File: src/rtl/mips_regfile_write_driver_if.sv
// Bundles the request handshake, register-file write port, status and bypass
// signals of mips_regfile_write_driver; the driver uses the slave modport.
interface mips_regfile_write_driver_if;
  logic        req_valid;
  logic        req_ready;
  logic [4:0]  req_reg;
  logic [31:0] req_data;

  logic [4:0]  write_reg;
  logic [31:0] write_data;
  logic        signal_reg_write;

  logic        clearing;
  logic        busy;

  logic [4:0]  read_reg_1;
  logic [4:0]  read_reg_2;
  logic        byp_hit_1;
  logic        byp_hit_2;
  logic [31:0] byp_data_1;
  logic [31:0] byp_data_2;

  modport slave (
    input  req_valid, req_reg, req_data, read_reg_1, read_reg_2,
    output req_ready, write_reg, write_data, signal_reg_write,
           clearing, busy, byp_hit_1, byp_hit_2, byp_data_1, byp_data_2
  );

  modport master (
    output req_valid, req_reg, req_data, read_reg_1, read_reg_2,
    input  req_ready, write_reg, write_data, signal_reg_write,
           clearing, busy, byp_hit_1, byp_hit_2, byp_data_1, byp_data_2
  );
endinterface

File: src/rtl/mips_regfile_write_driver.sv
// Write-side initiator for mips_registers: FIFO-buffered requests, post-reset clear
// of r1..r31, one write per clock. Define MIPS_WBQ_BYPASS_EN for pending-write bypass.
module mips_regfile_write_driver #(
  parameter int DEPTH          = 4,
  parameter bit CLEAR_ON_RESET = 1'b1
) (
  input  logic                        clk,
  input  logic                        reset_n,
  mips_regfile_write_driver_if.slave  bus
);
  localparam int AW = $clog2(DEPTH);
  localparam int CW = AW + 1;

  typedef enum logic {S_CLEAR, S_RUN} state_t;

  state_t         state_q;
  logic [4:0]     clr_cnt_q;
  logic [AW-1:0]  wptr_q;
  logic [AW-1:0]  rptr_q;
  logic [CW-1:0]  count_q;
  logic [4:0]     fifo_reg_q  [DEPTH];
  logic [31:0]    fifo_data_q [DEPTH];
  logic [4:0]     wr_reg_q;
  logic [31:0]    wr_data_q;
  logic           wr_en_q;
  logic           clearing_q;

  logic full, empty, push, pop;

  assign full  = (count_q == CW'(DEPTH));
  assign empty = (count_q == '0);

  // clearing_q also covers the cycle that shows the r31 clear write, so the
  // pipeline is only admitted once the clear write port is quiet.
  assign bus.req_ready = (state_q == S_RUN) && !clearing_q && !full;
  assign push          = bus.req_valid && bus.req_ready && (bus.req_reg != 5'd0);
  assign pop           = (state_q == S_RUN) && !empty;

  always_ff @(posedge clk or negedge reset_n) begin
    if (!reset_n) begin
      state_q    <= CLEAR_ON_RESET ? S_CLEAR : S_RUN;
      clr_cnt_q  <= 5'd1;
      wptr_q     <= '0;
      rptr_q     <= '0;
      count_q    <= '0;
      wr_reg_q   <= '0;
      wr_data_q  <= '0;
      wr_en_q    <= 1'b0;
      clearing_q <= 1'b0;
    end else begin
      clearing_q <= (state_q == S_CLEAR);
      case (state_q)
        S_CLEAR: begin
          wr_en_q   <= 1'b1;
          wr_reg_q  <= clr_cnt_q;
          wr_data_q <= '0;
          clr_cnt_q <= clr_cnt_q + 5'd1;
          if (clr_cnt_q == 5'd31) state_q <= S_RUN;
        end
        S_RUN: begin
          wr_en_q <= pop;
          if (pop) begin
            wr_reg_q  <= fifo_reg_q[rptr_q];
            wr_data_q <= fifo_data_q[rptr_q];
            rptr_q    <= rptr_q + AW'(1);
          end
        end
        default: state_q <= S_RUN;
      endcase

      if (push) wptr_q <= wptr_q + AW'(1);
      case ({push, pop})
        2'b10:   count_q <= count_q + CW'(1);
        2'b01:   count_q <= count_q - CW'(1);
        default: count_q <= count_q;
      endcase
    end
  end

  always_ff @(posedge clk) begin
    if (push) begin
      fifo_reg_q[wptr_q]  <= bus.req_reg;
      fifo_data_q[wptr_q] <= bus.req_data;
    end
  end

  assign bus.write_reg        = wr_reg_q;
  assign bus.write_data       = wr_data_q;
  assign bus.signal_reg_write = wr_en_q;
  assign bus.clearing         = clearing_q;
  assign bus.busy             = clearing_q || !empty || wr_en_q;

`ifdef MIPS_WBQ_BYPASS_EN
  // Scan oldest to youngest (output register, then FIFO head..tail) so the
  // last match wins; clear writes carry zero data, which covers the CLEAR case.
  function automatic logic [32:0] byp_lookup(input logic [4:0] rd);
    logic [32:0]   res;
    logic [AW-1:0] idx;
    res = '0;
    if (wr_en_q && (wr_reg_q == rd)) res = {1'b1, wr_data_q};
    for (int i = 0; i < DEPTH; i++) begin
      idx = rptr_q + AW'(i);
      if ((CW'(i) < count_q) && (fifo_reg_q[idx] == rd)) res = {1'b1, fifo_data_q[idx]};
    end
    if (rd == 5'd0) res = '0;
    return res;
  endfunction

  logic [32:0] byp1, byp2;

  always_comb begin
    byp1 = byp_lookup(bus.read_reg_1);
    byp2 = byp_lookup(bus.read_reg_2);
  end

  assign bus.byp_hit_1  = byp1[32];
  assign bus.byp_data_1 = byp1[31:0];
  assign bus.byp_hit_2  = byp2[32];
  assign bus.byp_data_2 = byp2[31:0];
`else
  assign bus.byp_hit_1  = 1'b0;
  assign bus.byp_data_1 = '0;
  assign bus.byp_hit_2  = 1'b0;
  assign bus.byp_data_2 = '0;
`endif

endmodule
File: src/flat_wrapper.sv
// flat-port wrapper written by rule: the top's interface ports become plain ports
module mips_regfile_write_driver_flat 
#(
  parameter int DEPTH          = 4,
  parameter bit CLEAR_ON_RESET = 1'b1
)
  (clk, reset_n, bus_req_valid, bus_req_reg, bus_req_data, bus_read_reg_1, bus_read_reg_2, bus_req_ready, bus_write_reg, bus_write_data, bus_signal_reg_write, bus_clearing, bus_busy, bus_byp_hit_1, bus_byp_hit_2, bus_byp_data_1, bus_byp_data_2);
  mips_regfile_write_driver_if bus_i ();
  input  logic clk;
  input  logic reset_n;
  input wire logic [$bits(bus_i.req_valid)-1:0] bus_req_valid;
  input wire logic [$bits(bus_i.req_reg)-1:0] bus_req_reg;
  input wire logic [$bits(bus_i.req_data)-1:0] bus_req_data;
  input wire logic [$bits(bus_i.read_reg_1)-1:0] bus_read_reg_1;
  input wire logic [$bits(bus_i.read_reg_2)-1:0] bus_read_reg_2;
  output wire logic [$bits(bus_i.req_ready)-1:0] bus_req_ready;
  output wire logic [$bits(bus_i.write_reg)-1:0] bus_write_reg;
  output wire logic [$bits(bus_i.write_data)-1:0] bus_write_data;
  output wire logic [$bits(bus_i.signal_reg_write)-1:0] bus_signal_reg_write;
  output wire logic [$bits(bus_i.clearing)-1:0] bus_clearing;
  output wire logic [$bits(bus_i.busy)-1:0] bus_busy;
  output wire logic [$bits(bus_i.byp_hit_1)-1:0] bus_byp_hit_1;
  output wire logic [$bits(bus_i.byp_hit_2)-1:0] bus_byp_hit_2;
  output wire logic [$bits(bus_i.byp_data_1)-1:0] bus_byp_data_1;
  output wire logic [$bits(bus_i.byp_data_2)-1:0] bus_byp_data_2;
  assign bus_i.req_valid = bus_req_valid;
  assign bus_i.req_reg = bus_req_reg;
  assign bus_i.req_data = bus_req_data;
  assign bus_i.read_reg_1 = bus_read_reg_1;
  assign bus_i.read_reg_2 = bus_read_reg_2;
  assign bus_req_ready = bus_i.req_ready;
  assign bus_write_reg = bus_i.write_reg;
  assign bus_write_data = bus_i.write_data;
  assign bus_signal_reg_write = bus_i.signal_reg_write;
  assign bus_clearing = bus_i.clearing;
  assign bus_busy = bus_i.busy;
  assign bus_byp_hit_1 = bus_i.byp_hit_1;
  assign bus_byp_hit_2 = bus_i.byp_hit_2;
  assign bus_byp_data_1 = bus_i.byp_data_1;
  assign bus_byp_data_2 = bus_i.byp_data_2;
  mips_regfile_write_driver #(.DEPTH(DEPTH), .CLEAR_ON_RESET(CLEAR_ON_RESET)) u_core (.clk(clk), .reset_n(reset_n), .bus(bus_i));
endmodule
File: config.mk
export PLATFORM = sky130hd
export DESIGN_NAME = mips_regfile_write_driver_flat
export DESIGN_NICKNAME = d
export VERILOG_FILES = /design/src/rtl/mips_regfile_write_driver_if.sv /design/src/rtl/mips_regfile_write_driver.sv /design/src/flat_wrapper.sv
export SDC_FILE = /design/constraint.sdc
export NUM_CORES = 1
export LEC_CHECK = 0
export CAP_MARGIN = 25
export CORE_MARGIN = 4
export CORE_UTILIZATION = 35
export CTS_CLUSTER_SIZE = 16
export DETAILED_ROUTE_END_ITERATION = 10
export PLACE_DENSITY_LB_ADDON = 0.08
export SLEW_MARGIN = 10
export SYNTH_ARGS = -nofsm -noshare
export SYNTH_HDL_FRONTEND = slang
export SYNTH_SLANG_ARGS = --single-unit
File: constraint.sdc
create_clock -name clk -period 6.5 [get_ports clk]
set_input_delay 1.3 -clock clk [delete_from_list [all_inputs] [get_ports clk]]
set_output_delay 1.3 -clock clk [all_outputs]
set_load 0.02 [all_outputs]
* After elaboration in Yosys (flattened, before gate mapping)
Memory sizes are Yosys's and may differ from the RTL's. Cells that the tools add are included.
Word-level totals: flip-flop bits (word level) 52, memory bits (writable) 148, output and inout bits 107, memories kept 2
Cells by class: add/sub/neg operators 5, eq/ne operators 5, mux-type cells 10, bitwise operators 1, reduce and logical (&&, ||, !) cells 14
Memories:
- u_core.fifo_data_q | depth 4, bits a word 32, rd ports 1, clocked after memory_dff 0, write ports 1, line mips_regfile_write_driver.sv:22 | logic [31:0] fifo_data_q [DEPTH];
- u_core.fifo_reg_q | depth 4, bits a word 5, rd ports 1, clocked after memory_dff 0, write ports 1, line mips_regfile_write_driver.sv:21 | logic [4:0] fifo_reg_q [DEPTH];
Operators by type and width (number):
- $pmux W32 S2 | 1
- $mux W32 | 1
- $pmux W5 S2 | 1
- $pmux W3 S2 | 1
- $add A5 B1 Y5 const B | 1
- $eq A5 B5 Y1 const B | 1
- $logic_and A1 B1 Y1 | 5
- $mux W5 | 1
- $reduce_bool A5 Y1 | 1
- $add A2 B1 Y2 const B | 2
- $mux W1 | 4
- $add A3 B1 Y3 const B | 1
- $eq A3 B3 Y1 const B | 1
- $logic_not A1 Y1 | 3
- $logic_not A3 Y1 | 1
- $sub A3 B1 Y3 const B | 1
- $eq A2 B1 Y1 const B | 1
- $eq A2 B2 Y1 const B | 1
- $logic_or A1 B1 Y1 | 2
- $ne A2 B2 Y1 const B | 1
- $pmux W1 S2 | 1
- $reduce_and A2 Y1 | 1
- $reduce_bool A2 Y1 | 1
- $not A1 Y1 | 1

* Logic depth before layout (Yosys ltp)
Gate-level depths: netlist (run 1).
depth in word-level cells 7, mapped depth 10, mapped depth without buffers 9

* Least setup slack after synthesis (run 1)
OpenSTA, ideal clock, no wires.
path type input port to flip-flop, start point input bus_req_reg[1], end point memory u_core.fifo_data_q[0][0] (enable), data arrival time 2685 ps, path slack 3417 ps, stages on the path 3, path buffers 0, cell sequence nor3_1 -> a211oi_2 -> and2_1
On the way: longest elaborated chain between the ends 4
Ends and longest elaborated chain:
- start: declaration | line flat_wrapper.sv:12 | input wire logic [$bits(bus_i.req_reg)-1:0] bus_req_reg;
- $reduce_bool A5 Y1 | line mips_regfile_write_driver.sv:36 | assign push = bus.req_valid && bus.req_ready && (bus.req_reg != 5'd0);
- $logic_and A1 B1 Y1 | line mips_regfile_write_driver.sv:36
- $mux W1 | line mips_regfile_write_driver.sv:81 | if (push) begin
- $mux W1 (not written as such) | line mips_regfile_write_driver.sv:83 | fifo_data_q[wptr_q] <= bus.req_data;
- end: declaration | line mips_regfile_write_driver.sv:22
Every way passes these cells.

* Worst setup path after layout (run 1)
start point register u_core.state_q, end point output bus_req_ready
On the way: longest elaborated chain between the ends 2
Ends and longest elaborated chain:
- start: declaration | line mips_regfile_write_driver.sv:16 | state_t state_q;
- start signal: assignment | line mips_regfile_write_driver.sv:41 | state_q <= CLEAR_ON_RESET ? S_CLEAR : S_RUN;
- $logic_and A1 B1 Y1 (2 in a row) | line mips_regfile_write_driver.sv:35 | assign bus.req_ready = (state_q == S_RUN) && !clearing_q && !full;
- end: declaration | line flat_wrapper.sv:16 | output wire logic [$bits(bus_i.req_ready)-1:0] bus_req_ready;
Every way passes these cells.

==> results.cfg, run 1 <==
[status]
status = completed

[placed_design]
port-buffer-count = 80
hpwl_mm = 9.29
placed_cells_incl_taps = 773
routabilityCongestion = 0.653

[finish]
design.final.nets = 565
fillerInstances = 2015
layout-area-overhead-vs-synth_pct = 18.7
max_reg_flops = 128
antenna_cells_inserted = 0
final_layout_size_suffix_gt1_share_pct = 17.3
register_name_with_the_most_flops = u_core.fifo_data_q
final_cells = 805

[logic_synthesis]
ys_seq_area_share_pct = 71.9
synth_largest_area_cell = edfxtp_1
synth_cells = 419
synth_largest_type_area_fraction_pct = 55.6
yosys-top-cells-area = edfxtp_1 (56%), dfrtp_1 (16%), mux4_2 (10%), buf_4 (6.5%), a22o_1 (3.5%)
synthDistinctLibCells = 36
edff_count_synth = 148
yosys_warnings = 0
ys_seq_elements = 200
async_reset_ff_share_pct = 26.0
synth-main-ff-cell = edfxtp_1
post_synth_instance_area_um2 = 7990
postSynthAreaPerCell_um2 = 19.1

[worst_hold_path]
min_delay_worst_endpoint = u_core.clr_cnt_q[3]
worstHoldPathType = reg -> reg
timing.hold.worst_path_depth = 1
hold_path.startpoint = u_core.clr_cnt_q[3]

[clock_network]
number_of_clock_sinks_seen_by_cts = 200
cell_at_the_root_of_the_clock_tree = clkbuf_16
clock_tree.buffer_depth = 2
clk_pin_slew_worst_paths_ns = 0.07
postCtsSetupBuffers = 0
cts_hold_buffers = 0
cts_tree = yes
worst_skew_pair.late_latency_ns = 0.43
cts_resized = 0
htreeDepth = 4
cts_bufs_inserted = 17

[timing]
timing.setup.tns_ns = 0
report.final.slew_viol_count = 0
max_slew.worst_pin.slew_ns = 0.854
setup_repair_after_global_routing_missed_its_margin = false
timing.max_slew.rel_slack_pct = 43.1
hold_slack_ns = 0.494
clock_skew_ns = 0.0185
final.period_utilization_pct = 53.9
setup_viol = 0
final-hold-violation-count = 0
timing.fmax_mhz = 285
finalCriticalPeriod_ns = 3.50

[critical_path]
cell_with_the_largest_stage_delay_on_the_worst_path = dfrtp_1
slowest_delay_ns = 0.65
critical_path.reg2reg.endpoint = u_core.count_q[2]
critPathBufInv = 2
series_of_cell_instances_along_the_critical_path = inv_1 -> nor3_1 -> clkdlybuf4s50_1
regToRegStartpoint = u_core.state_q
setup.worst_path.class = reg -> out
family_with_the_most_delay_on_the_worst_path = buffers and inverters
timing.critical_path.from_type = flip-flop
cp-end-kind = output pin
crit_path_max_fanout = 13
reg2reg_setup_slack_ns = 3.87
cp.depth = 3
ff2ff_path_depth = 8
critical_path_required_ns = 5.20
worst_path_arrival_time_ns = 2.20

[grt]
initial_antenna_violation_count = 1
grt-ovfl-total = 0
vias_in_the_first_global_route = 4057
grt_max_degree = 53
grt_pass1_wl_mm = 24.6
global_route.usage.total_pct = 12.9

[floorplanning]
top_level_ports = 157
starting_density_pct = 35.4
dieArea_um2 = 25300
dieWidth_um = 159
fp.dieH_um = 159
row_count = 55
core-area_um2 = 22600

[pwr]
total_leakage_power_nw = 3.50
worst_ir_drop_vdd_uv = 192
cellPowerDensity_nw_per_um2 = 461
design_power_total_mw = 4.37

[detailed_routing]
drtAntennaViolNets = 0
total_via_count_in_the_routed_design = 3757
drt_first_pass_iters = 4
routed_wire_length_per_instance_um = 19.5
wire_length_reported_by_the_detailed_router_mm = 15.7
drt_iter0_markers = 153
avgViaCountPerCell = 4.67
drc_errors = 0

[job]
drv.max_cap_violation_count = 0
## power by group
group / internal, mW / total [mW] / switching (mW)
Sequential: 1.73 / 1.96 / 0.234
Combinational: 0.699 / 1.36 / 0.657
Clock: 0.598 / 1.05 / 0.449
Total: 3.03 / 4.37 / 1.34
## metal layers
metal / up-vias / track usage (%) / routed length, um
li1: 1662 / - / -
met1: 1955 / 16.6 / 6800
met2: 125 / 21.2 / 7870
met3: 13 / 3.88 / 878
met4: 2 / 3.91 / 162
met5: - / 0 / 11
## kinds of logic after synthesis
group	Yosys count	share of synthesized area, %
xor+xnor	9	0.987
buf+inv	92	8.33
simple gates	27	2.00
other cells	1	0.0469
compound gates	40	4.39
flops	200	71.9
fa+ha+maj	8	1.35
mux	42	11.0
## cells in the mapped netlist (5+ instances only)
master / instances
a22o_1: 32
buf_2: 6
buf_4: 69
buf_6: 5
dfrtp_1: 51
edfxtp_1: 148
ha_1: 7
inv_1: 7
mux4_2: 36
nor2_1: 5
xnor2_1: 6
## through the flow
stage	setup slack, ns	utilization, %	cell area, um^2
3_5_place_dp	2.60	39.4	8880
2_1_floorplan	3.42	-	8230
5_1_grt	2.89	42.0	9480
6_report	3.00	42.0	9480
4_1_cts	2.98	42.0	9480
3_3_place_gp	2.54	38.9	8780
## worst reg2reg max path, delay by kind of cell, from the launching register on
kind / cells / cell delay (ns)
AO/OA/AOI/OAI: 1 / 0.59
flip-flops: 1 / 0.65
AND/OR/NAND/NOR: 1 / 0.12
XOR/XNOR: 2 / 0.30
adder cells (fa/ha/maj): 2 / 0.59
buffers and inverters: 2 / 0.31
## layout by cell type (no fill, tap or decap), drive strengths merged
| master | Yosys | routed |
|---|---|---|
| a211oi | 1 | 1 |
| clkinvlp | 0 | 1 |
| ha | 7 | 7 |
| nor4b | 1 | 1 |
| o31a | 1 | 1 |
| a22o | 32 | 32 |
| mux4 | 36 | 36 |
| xor2 | 3 | 3 |
| and3 | 1 | 1 |
| or2 | 1 | 1 |
| bufinv | 0 | 1 |
| o22ai | 1 | 1 |
| nand3b | 1 | 1 |
| inv | 8 | 9 |
| edfxtp | 148 | 148 |
| a31oi | 2 | 2 |
| fa | 1 | 1 |
| xnor2 | 6 | 6 |
| nor2 | 5 | 5 |
| nor2b | 3 | 3 |
| dfrtp | 51 | 51 |
| nand3 | 1 | 1 |
| and2 | 4 | 4 |
| dfstp | 1 | 1 |
| or3 | 1 | 1 |
| clkbuf | 3 | 24 |
| mux2 | 4 | 4 |
| a221o | 3 | 3 |
| nand2 | 4 | 4 |
| nor3 | 4 | 4 |
| conb | 1 | 66 |
| mux2i | 2 | 2 |
| clkinv | 0 | 5 |
| nor3b | 1 | 1 |
| buf | 81 | 9 |
| clkdlybuf4s50 | 0 | 79 |
## area by class of cell
cell class / count / area [um^2] / share of cell area, %
inverters: 8 / 30.0 / 0.317
multi-input cells: 192 / 1830 / 19.3
repair buffers: 88 / 918 / 9.69
well taps: 285 / 357 / 3.76
clock inverters: 8 / 82.6 / 0.871
clock buffers: 24 / 514 / 5.42
flip-flops and latches: 200 / 5750 / 60.7
## worst max-delay path by stage
stage	startpoint	endpoint	slack, ns
2_1_floorplan	bus_req_reg[1]	u_core.fifo_data_q[0][0]	3.42
3_3_place_gp	bus_req_reg[1]	u_core.fifo_data_q[0][24]	2.54
3_5_place_dp	bus_req_reg[1]	u_core.fifo_data_q[2][24]	2.60
4_1_cts	u_core.state_q	bus_req_ready	2.98
5_1_grt	u_core.state_q	bus_req_ready	2.89
6_report	u_core.state_q	bus_req_ready	3.00
No activity file was read; power rests on OpenSTA's default activity.
==> run 2: changes to the inputs <==
Clock period 6.5 ns to 3 ns, I/O delays scaled along.
==> run 2 against run 1 <==
Sequential power rose by 120%. First-iteration DRC count fell by 24%. Clock skew fell by 0.0077 ns. Cell area rose by 0.67%. Total power rose by 120%. Clock-buffer cell count fell by 5. Setup slack got worse by 2.5 ns. Sequential share of layout area fell by 0.41 points.
==> results.cfg, run 2 (synthesized netlist as in run 1, its figures left out) <==
[placed_design]
post-place-ws_ns = 0.347
postPlaceCellArea_um2 = 8940
hpwl_mm = 9.36
routabilityCongestion = 0.702
port-buffer-count = 80

[clock_network]
cts_hold_buffers = 0
clk_pin_slew_worst_paths_ns = 0.07
cts_tree = yes
clock_tree.buffer_depth = 2
htreeDepth = 4
worst_skew_pair.late_latency_ns = 0.42
number_of_clock_sinks_seen_by_cts = 200
cell_at_the_root_of_the_clock_tree = clkbuf_16
cts_bufs_inserted = 17
cts_resized = 0
postCtsSetupBuffers = 0

[finish]
layout.cells.most_common_list = edfxtp_1 (148), clkdlybuf4s50_1 (79), conb_1 (66)
max_reg_flops = 128
register_name_with_the_most_flops = u_core.fifo_data_q
mostFrequentLayoutCell = edfxtp_1
finalInstanceArea_um2 = 9540
design.final.nets = 573
antenna_cells_inserted = 0
fillerInstances = 2016
regArea_um2 = 5750
area_taken_by_multi_input_logic_gates_um2 = 1830
final_layout_size_suffix_gt1_share_pct = 18.6
layout-area-overhead-vs-synth_pct = 19.5

[timing]
timing.fmax_mhz = 397
report.final.slew_viol_count = 0
finalCriticalPeriod_ns = 2.52
clock_skew_ns = 0.0108
timing.max_slew.rel_slack_pct = 52.5
timing.setup.tns_ns = 0
setup_repair_after_global_routing_missed_its_margin = false
setup_viol = 0
final-hold-violation-count = 0
max_slew.worst_pin.slew_ns = 0.712
final.period_utilization_pct = 84.0
final_critical_path_setup_slack_ns = 0.480
hold_slack_ns = 0.198

[pwr]
cellInternalPower_mw = 6.61
power.clock.fraction_pct = 24.4
comb_power_share_pct = 31.2
total_leakage_power_nw = 3.53
power_spent_charging_and_discharging_nets_mw = 2.93
switching_share_pct = 30.7
worst_ir_drop_vdd_uv = 392
power.sequential.fraction_pct = 44.4
design_power_total_mw = 9.55
cellPowerDensity_nw_per_um2 = 1000

[grt]
vias_in_the_first_global_route = 4073
global_route.usage.total_pct = 12.6
grt-ovfl-total = 0
grt_max_degree = 38
grt_pass1_wl_mm = 24.1
initial_antenna_violation_count = 0

[critical_path]
reg2reg_setup_slack_ns = 0.86
timing.critical_path.from_type = flip-flop
worst_path_arrival_time_ns = 1.92
cp-end-kind = output pin
critical_path.reg2reg.endpoint = u_core.count_q[2]
setup.worst_path.class = reg -> out
critical_path_required_ns = 2.40
crit_path_max_fanout = 6
ff2ff_path_depth = 9
regToRegStartpoint = u_core.count_q[0]

[detailed_routing]
total_via_count_in_the_routed_design = 3752
drt_first_pass_iters = 5
drt_iter0_markers = 117
drc_errors = 0
routed_wire_length_per_instance_um = 19.2
avgViaCountPerCell = 4.62
wire_length_reported_by_the_detailed_router_mm = 15.6
drtAntennaViolNets = 0

[floorplanning]
top_level_ports = 157
core-area_um2 = 22600
row_count = 55
starting_density_pct = 35.4
dieArea_um2 = 25300
dieWidth_um = 159
fp.dieH_um = 159

[worst_hold_path]
worstHoldPathType = in -> async

[status]
status = completed

[job]
drv.max_cap_violation_count = 0
run 2: cell types whose count changed in the layout (fill, tap and decap cells not counted):
cell	before	now
buf_4	3	11
bufinv_16	1	3
clkbuf_1	3	2
clkbuf_16	19	17
clkbuf_8	2	0
clkinv_1	0	1
clkinv_2	2	1
clkinv_4	3	1
clkinvlp_4	1	3
inv_6	1	3
inv_8	0	1
run 2: through the flow:
stage                     cells  util, %
after floorplan             484        -
after global placement      780     39.5
after detailed placement    781     39.6
after CTS                   813     42.3
after global routing        813     42.3
final                       813     42.3
run 2: per-layer routing:
layer  global-route usage [%]  share of wire, %
met5                        0                 0
met4                     3.94               1.4
met3                     3.78               6.3
met2                     21.6                50
met1                     15.4                42
run 2: worst max-delay path, stage by stage, from the launching register on:
cell,delay [ns]
dfrtp_1,0.47
nor3b_1,0.40
nor3_1,0.09
clkdlybuf4s50_1,0.55
run 2: power by group through the flow:
stage | registers, mW | clock network (mW) | logic [mW]
final | 4.23 | 2.33 | 2.98
after global routing | 4.34 | 2.52 | 3.21
after CTS | 4.27 | 2.39 | 3.07
after detailed placement | 4.32 | 0 | 3.06
after global placement | 4.39 | 0 | 2.93
after floorplan | 4.35 | 0 | 1.87
run 2: layout make-up:
type | count | share of cell area (%)
clock buffers | 19 | 4.54
clock inverters | 13 | 1.76
inverters | 8 | 0.315
multi-input cells | 192 | 19.1
flip-flops and latches | 200 | 60.3
well taps | 285 | 3.74
repair buffers | 96 | 10.3
run 2: worst max path at each step:
| stage | start | end | cells after the start |
|---|---|---|---|
| final | u_core.count_q[0] | bus_req_ready | 3 |
| after global routing | u_core.count_q[0] | bus_busy | 3 |
| after CTS | u_core.count_q[0] | bus_req_ready | 3 |
| after detailed placement | bus_req_reg[1] | u_core.count_q[2] | 10 |
| after global placement | bus_req_reg[1] | u_core.count_q[2] | 10 |
| after floorplan | bus_req_reg[1] | u_core.fifo_data_q[0][0] | 3 |
==> run 3: changes to the inputs <==
Clock period 3 ns to 2.55 ns, I/O delays scaled along.
==> run 3 against run 2 <==
Clock skew shrank 0.00050 ns. Total power grew 16%. Global-route usage grew 0.21 points. Die area is the same. First-iteration DRC count grew 26%. Critical endpoint unchanged.
==> results.cfg, run 3 (synthesized netlist as in run 1, its figures left out) <==
[status]
status = completed

[grt]
global_route.usage.met2_pct = 20.9
grt_pass1_wl_mm = 24.5
globalRouteMet1Util_pct = 16.7
vias_in_the_first_global_route = 4043
initial_antenna_violation_count = 1
grt_max_degree = 38
grt-ovfl-total = 0
global_route.usage.total_pct = 12.8
grtUsageMet3_pct = 3.81
gr_busiest_metal = met2

[critical_path]
regToRegStartpoint = u_core.count_q[0]
cp-end-kind = output pin
crit_path_max_fanout = 8
slowest_delay_ns = 0.63
timing.critical_path.from = u_core.state_q
series_of_cell_instances_along_the_critical_path = inv_1 -> nor3_1 -> clkdlybuf4s50_1
setup.worst_path.class = reg -> out
critical_path_required_ns = 2.04
ff2ff_path_depth = 9
timing.critical_path.from_type = flip-flop
worst_path_arrival_time_ns = 1.85
cell_with_the_largest_stage_delay_on_the_worst_path = clkdlybuf4s50_1

[finish]
mostFrequentLayoutCell = edfxtp_1
area_taken_by_multi_input_logic_gates_um2 = 1830
fillerInstances = 2013
final_layout_size_suffix_gt1_share_pct = 20.2
antenna_cells_inserted = 0
layout.cells.most_common_list = edfxtp_1 (148), clkdlybuf4s50_1 (79), conb_1 (66)
design.final.nets = 585
layout-area-overhead-vs-synth_pct = 20.2
regArea_um2 = 5750
register_name_with_the_most_flops = u_core.fifo_data_q
max_reg_flops = 128

[clock_network]
cell_at_the_root_of_the_clock_tree = clkbuf_16
cts_hold_buffers = 0
number_of_clock_sinks_seen_by_cts = 200
cts_tree = yes
worst_skew_pair.late_latency_ns = 0.42
postCtsSetupBuffers = 0
clock_tree.buffer_depth = 2
cts_bufs_inserted = 17
clk_pin_slew_worst_paths_ns = 0.07
htreeDepth = 4

[timing]
timing.fmax_mhz = 424
finalCriticalPeriod_ns = 2.36
timing.max_slew.rel_slack_pct = 43.8
max_slew.worst_pin.slew_ns = 0.842
report.final.slew_viol_count = 0
setup_repair_after_global_routing_missed_its_margin = false
final_critical_path_setup_slack_ns = 0.189
hold_slack_ns = 0.0995
final-hold-violation-count = 0
setup_viol = 0
timing.setup.tns_ns = 0
clock_skew_ns = 0.0103
final.period_utilization_pct = 92.6

[detailed_routing]
routed_wire_length_per_instance_um = 19.3
drc_errors = 0
drtAntennaViolNets = 0
wire_length_reported_by_the_detailed_router_mm = 15.9
total_via_count_in_the_routed_design = 3816
drt_first_pass_iters = 4
drt_iter0_markers = 148
avgViaCountPerCell = 4.63

[job]
drv.max_cap_violation_count = 0

[placed_design]
routabilityCongestion = 0.726
hpwl_mm = 9.88
post-place-ws_ns = 0.0625
port-buffer-count = 80

[pwr]
design_power_total_mw = 11.1
total_leakage_power_nw = 3.58
cellPowerDensity_nw_per_um2 = 1150
worst_ir_drop_vdd_uv = 533

[floorplanning]
dieArea_um2 = 25300
dieWidth_um = 159
core-area_um2 = 22600
top_level_ports = 157
row_count = 55
fp.dieH_um = 159
starting_density_pct = 35.4

[worst_hold_path]
worstHoldPathType = in -> async
## run 3: changes by cell type in the layout (fill, tap and decap cells not counted), moves of 2 or more
cell        change
clkinv_2        +2
clkbuf_1        +3
clkbuf_8        +3
inv_4           +2
bufinv_16       -3
clkinvlp_4      -2
inv_6           -3
buf_12          +3
buf_4           +9
## run 3: final cells by class
class | instances | share of cell area [%]
Timing Repair Buffer | 108 | 11.5
Tap cell | 285 | 3.71
Multi-Input combinational cell | 192 | 19.0
Clock buffer | 25 | 5.06
Inverter | 8 | 0.313
Clock inverter | 7 | 0.456
Sequential cell | 200 | 59.9
## run 3: critical path, delay by kind of cell, from the launching register on
| kind | cells | cell delay [ns] |
|---|---|---|
| buffers and inverters | 2 | 0.78 |
| DFF | 1 | 0.45 |
| and+or+nand+nor | 1 | 0.21 |
## run 3: routing by layer
metal | share of wire (%) | up-vias
li1 | - | 1703
met1 | 44 | 1966
met2 | 49 | 133
met3 | 5.8 | 12
met4 | 1.2 | 2
met5 | 0.13 | -
## run 3: final timing paths
path	to	slack, ns
setup / recovery	bus_req_ready	0.19
hold / removal	u_core.clr_cnt_q[2]	0.1
setup reg to reg	u_core.count_q[2]	0.52
hold reg to reg	u_core.bus.write_data[18]	0.51
max in group asynchronous	u_core.rptr_q[0]	2.08
min in group clk	u_core.bus.write_data[18]	0.51
## run 3: through the flow
step,area (um^2),cells,util (%)
4_1_cts,9600,825,42.5
3_3_place_gp,9070,793,40.2
3_5_place_dp,9070,793,40.2
2_1_floorplan,8230,484,-
6_report,9600,825,42.5
5_1_grt,9600,825,42.5
## run 3: power by group
part | internal, mW | leakage [nW] | switching [mW] | total (mW)
Combinational | 1.92 | 1.34 | 1.71 | 3.63
Clock | 1.33 | 0.262 | 1.11 | 2.44
Sequential | 4.41 | 1.97 | 0.603 | 5.01
Total | 7.65 | 3.58 | 3.43 | 11.1
## run 3: repair_timing
action,4_1_cts,5_1_grt
endpoints found under the setup margin,0,1
hold endpoints to repair,0,0
gates resized for setup,0,1
